File: src/rtl/proc_ctrl_pkg.sv
// Shared constants for the processor control unit: states, opcodes, ALU codes.
// PROC_CTRL_LOGIC_OPS_EN routes opcodes 100/101 (and/or) down the ALU path.
package proc_ctrl_pkg;

  typedef enum logic [1:0] {
    T0 = 2'd0,
    T1 = 2'd1,
    T2 = 2'd2,
    T3 = 2'd3
  } state_t;

  localparam logic [2:0] OP_MV  = 3'b000;
  localparam logic [2:0] OP_MVI = 3'b001;
  localparam logic [2:0] OP_ADD = 3'b010;
  localparam logic [2:0] OP_SUB = 3'b011;
  localparam logic [2:0] OP_AND = 3'b100;
  localparam logic [2:0] OP_OR  = 3'b101;

  localparam logic [1:0] ALU_ADD = 2'b00;
  localparam logic [1:0] ALU_SUB = 2'b01;
  localparam logic [1:0] ALU_AND = 2'b10;
  localparam logic [1:0] ALU_OR  = 2'b11;

  // True for opcodes that take the three-step A/G accumulator path
  function automatic logic is_alu_op(input logic [2:0] op);
    case (op)
      OP_ADD, OP_SUB: return 1'b1;
`ifdef PROC_CTRL_LOGIC_OPS_EN
      OP_AND, OP_OR:  return 1'b1;
`endif
      default:        return 1'b0;
    endcase
  endfunction

  function automatic logic [1:0] alu_code(input logic [2:0] op);
    case (op)
      OP_ADD:  return ALU_ADD;
      OP_SUB:  return ALU_SUB;
`ifdef PROC_CTRL_LOGIC_OPS_EN
      OP_AND:  return ALU_AND;
      OP_OR:   return ALU_OR;
`endif
      default: return ALU_ADD;
    endcase
  endfunction

endpackage

File: src/rtl/proc_ctrl_fsm_dec3to8.sv
// 3-bit to one-hot 8-bit decoder with enable; output all-zero when disabled.
module dec3to8 (
  input  logic       en,
  input  logic [2:0] w,
  output logic [7:0] y
);

  // One-hot decode of w, gated by en
  always_comb begin
    y = 8'h00;
    if (en) begin
      y = 8'h01 << w;
    end else begin
      y = 8'h00;
    end
  end

endmodule

File: src/rtl/proc_ctrl_fsm.sv
// Control FSM (T0..T3) for the 9-bit-instruction processor datapath.
// PROC_CTRL_LOGIC_OPS_EN enables the and/or opcodes on the ALU path.
module proc_ctrl_fsm
  import proc_ctrl_pkg::*;
#(
  parameter int NREGS = 8
) (
  input  logic             Clock,
  input  logic             Resetn,
  input  logic             Run,
  input  logic [8:0]       IR,
  output logic             IRin,
  output logic [NREGS-1:0] Rin,
  output logic [NREGS-1:0] Rout,
  output logic             DINout,
  output logic             Gout,
  output logic             Ain,
  output logic             Gin,
  output logic [1:0]       ALUop,
  output logic             Done,
  output logic [1:0]       Tstep
);

  state_t           state_r;
  state_t           state_next_s;
  logic [2:0]       opcode_s;
  logic [NREGS-1:0] x_dec_s;
  logic [NREGS-1:0] y_dec_s;

  assign opcode_s = IR[8:6];

  dec3to8 u_dec_x (.en(Resetn), .w(IR[5:3]), .y(x_dec_s));
  dec3to8 u_dec_y (.en(Resetn), .w(IR[2:0]), .y(y_dec_s));

  // State register, synchronous active-low reset
  always_ff @(posedge Clock) begin
    if (!Resetn) begin
      state_r <= T0;
    end else begin
      state_r <= state_next_s;
    end
  end

  // Next-state and datapath controls; everything held low during reset
  always_comb begin
    IRin         = 1'b0;
    Rin          = '0;
    Rout         = '0;
    DINout       = 1'b0;
    Gout         = 1'b0;
    Ain          = 1'b0;
    Gin          = 1'b0;
    ALUop        = 2'b00;
    Done         = 1'b0;
    Tstep        = 2'd0;
    state_next_s = state_r;
    if (!Resetn) begin
      state_next_s = T0;
    end else begin
      Tstep = state_r;
      case (state_r)
        T0: begin
          IRin = Run;
          if (Run) begin
            state_next_s = T1;
          end else begin
            state_next_s = T0;
          end
        end
        T1: begin
          if (is_alu_op(opcode_s)) begin
            Rout         = x_dec_s;
            Ain          = 1'b1;
            state_next_s = T2;
          end else begin
            case (opcode_s)
              OP_MV: begin
                Rout = y_dec_s;
                Rin  = x_dec_s;
              end
              OP_MVI: begin
                DINout = 1'b1;
                Rin    = x_dec_s;
              end
              default: begin
                Rin = '0;
              end
            endcase
            Done         = 1'b1;
            state_next_s = T0;
          end
        end
        T2: begin
          Rout         = y_dec_s;
          Gin          = 1'b1;
          ALUop        = alu_code(opcode_s);
          state_next_s = T3;
        end
        T3: begin
          Gout         = 1'b1;
          Rin          = x_dec_s;
          Done         = 1'b1;
          state_next_s = T0;
        end
        default: begin
          state_next_s = T0;
        end
      endcase
    end
`ifndef PROC_CTRL_LOGIC_OPS_EN
    ALUop[1] = 1'b0;
`endif
  end

endmodule

File: config.mk
export PLATFORM = sky130hd
export DESIGN_NAME = proc_ctrl_fsm
export DESIGN_NICKNAME = d
export VERILOG_FILES = /design/src/rtl/proc_ctrl_pkg.sv /design/src/rtl/proc_ctrl_fsm_dec3to8.sv /design/src/rtl/proc_ctrl_fsm.sv
export SDC_FILE = /design/constraint.sdc
export NUM_CORES = 1
export LEC_CHECK = 0
export ABC_AREA = 1
export CAP_MARGIN = 20
export CORE_UTILIZATION = 38
export DETAILED_ROUTE_END_ITERATION = 10
export PLACE_DENSITY = 0.85
export SYNTH_ARGS = -nofsm -noshare
export SYNTH_HDL_FRONTEND = slang
export SYNTH_SLANG_ARGS = --single-unit
export TNS_END_PERCENT = 50
File: constraint.sdc
create_clock -name Clock -period 2.6 [get_ports Clock]
set_input_delay 0.39 -clock Clock [delete_from_list [all_inputs] [get_ports Clock]]
set_output_delay 0.39 -clock Clock [all_outputs]
set_load 0.02 [all_outputs]
==> results.py <==
metrics = {
    "status": {
        "outcome": "completed",
    },
    "job": {
        "cap_violations": 0,
    },
    "yosys": {
        "synth_top_area_cell": "nand2_1",
        "synth_nets": 121,
        "synthFlopType": "dfxtp_1",
        "syn_area_um2": 571,
        "synthCells": 105,
        "synthArstFlopShare": 0,
        "synth-seq-cells": 2,
        "synth_edf_count": 0,
        "yosysUniqueCellTypes": 21,
        "synth_top_area_share": 0.151,
        "yosys_warnings": 0,
        "seq_area_frac_synth": 0.0702,
        "synth_area_leaders": "nand2_1, inv_1, nor3_1",
        "synthTopCellsByCount": "nand2_1, inv_1, nor3_1",
        "yosysMostFrequentCell": "nand2_1",
        "syn_avg_cell_area_um2": 5.43,
    },
    "pwr": {
        "power_density_nw_per_um2": 225,
        "p_leak_nw": 0.410,
        "vdd_drop_max_mv": 0.228,
        "finalPower_mw": 0.218,
    },
    "sta": {
        "max_freq_mhz": 391,
        "finalHoldViolCount": 0,
        "period_share": 0.984,
        "setup_viol_count_final": 0,
        "fin_tns_setup_ps": 0,
        "setup_slack_ps": 41.5,
        "clock_skew_ps": 3.34,
        "rsz0062_at_grt": "true",
        "finalMaxSlewViolations": 0,
        "period_minus_slack_ps": 2560,
    },
    "critical_path": {
        "startpoint_type": "input pin",
        "cp_num_buf_inv": 3,
        "r2r_start": "state_r[0]",
        "path_cells": "clkdlybuf4s50_1, inv_2, nor3_1, nand2_1, a21oi_1, clkdlybuf4s50_1",
        "arrival_ps": 2170,
        "r2r_cells": 5,
        "r2r_setup_slack_ps": 1520,
        "crit_fanout": 5,
        "cpPeakStageDelay_ps": 630,
        "critPathKind": "in -> out",
        "critPathMostFrequentCell": "clkdlybuf4s50_1",
        "crit_family": "buffers and inverters",
        "worstSetupEndpointType": "primary output",
        "cp_slowest_cell": "clkdlybuf4s50_1",
        "required_ps": 2210,
    },
    "global_routing": {
        "overflow": 0,
        "grt_pass1_wl_mm": 2.34,
        "antenna_found_initial": 0,
        "grt_pass1_vias": 600,
        "track_usage": 0.210,
        "grt_max_degree": 10,
    },
    "placed_design": {
        "dpl.hpwl_mm": 1.33,
        "portBuffers": 36,
        "place_congestion": 0.768,
        "dp_slack_ps": 63.1,
        "dpl_cell_area_um2": 945,
    },
    "floorplanning": {
        "die_h_um": 40.8,
        "num_rows": 13,
        "io_pins": 38,
        "die_x_um": 40.8,
        "initial_core_util": 0.423,
        "fp.coreArea_um2": 1350,
        "die-area_um2": 1660,
    },
    "cts": {
        "cts_tree": "yes",
        "cts_num_sinks": 2,
        "cts.htree.levels": 1,
        "insertion_delay_ps": 220,
        "cts_buffer_depth": 2,
        "clk_pin_slew_ps": 30,
        "root_buffer": "clkbuf_4",
        "cts-hold-fix-buffers": 0,
        "cts_buffers": 3,
    },
    "drt": {
        "drtPass1Iterations": 4,
        "routed-via-count": 750,
        "drc": 0,
        "drtAntennaViolNets": 0,
        "drt_iter0_markers": 18,
        "post_drt_wl_per_cell_um": 9.89,
        "routed_wl_mm": 1.56,
        "viasPerCell": 4.75,
    },
    "min_path": {
        "holdPathStages": 1,
        "hold_class": "reg -> reg",
        "hold_start": "state_r[0]",
    },
    "layout": {
        "syn_to_final_growth_pct": 70.0,
        "layout.nets": 161,
        "n_antenna_cell": 0,
        "fin_area_um2": 970,
        "final_core_util": 0.718,
        "drive_gt1_frac": 0.154,
        "fillers": 111,
    },
}
## per-layer routing
metal / global-route usage / part of all wire
met5: 0 / 0
met4: 0.108 / 0
met3: 0.0163 / 0.034
met2: 0.317 / 0.47
met1: 0.292 / 0.50
## cell usage in the layout (no fill, tap or decap)
cell and count:
clkdlybuf4s50_1 35, nand2_1 23, inv_1 19, nor3_1 13
nor2_1 12, inv_2 8, a21oi_1 7, nor3_2 5
ha_1 4, clkbuf_4 3, dfxtp_1 2, nand3_1 1
nand2_2 1, nor2_4 1, nor2_8 1, o21ai_2 1
o31ai_1 1, a21oi_2 1, o22ai_1 1, a22oi_1 1
conb_1 1, dlymetal6s2s_1 1, buf_4 1
## power by group
part | total (mW) | internal [mW] | switching [mW]
clock network | 0.0686 | 0.0509 | 0.0177
logic | 0.112 | 0.0459 | 0.0658
registers | 0.0377 | 0.0341 | 0.00361
## worst max path at each step
stage / startpoint / endpoint / slack (ps) / cells after the start
after floorplan: state_r[0] / Rout[0] / 920 / 7
after detailed placement: IR[4] / Rout[2] / 60 / 6
final: IR[5] / Rout[4] / 40 / 6
after global placement: IR[5] / Rout[4] / 60 / 6
after CTS: IR[4] / Rout[2] / 60 / 6
after global routing: IR[5] / Rout[4] / -80 / 6
## cells by family (layout without fill, tap and decap cells)
group / Yosys count / in the layout / share of synthesized area
and+or+nand+nor: 57 / 57 / 0.507
buffers and inverters: 29 / 67 / 0.200
AOI/OAI and AO/OA: 12 / 12 / 0.129
other: 1 / 1 / 0.00657
DFF: 2 / 2 / 0.0702
adders and majority gates: 4 / 4 / 0.0877
## what timing repair did
| action | in CTS | in global routing |
|---|---|---|
| resized for setup | 0 | 1 |
| hold endpoints to repair | 0 | 0 |
| setup endpoints to repair | 0 | 6 |
| setup buffers | 0 | 0 |
## area by class of cell
| cell class | count | area, um2 | area share |
|---|---|---|---|
| flip-flops and latches | 2 | 40.0 | 0.0413 |
| inverters | 27 | 101 | 0.105 |
| well taps | 15 | 18.8 | 0.0194 |
| clock buffers | 3 | 22.5 | 0.0232 |
| multi-input cells | 74 | 417 | 0.430 |
| repair buffers | 37 | 370 | 0.382 |
## through the flow
step | cells | hold WS [ps]
final | 158 | 532
after CTS | 158 | 530
after detailed placement | 155 | 530
after floorplan | 105 | 491
after global routing | 158 | 568
after global placement | 155 | 523
No activity file was read; power rests on OpenSTA's default activity.
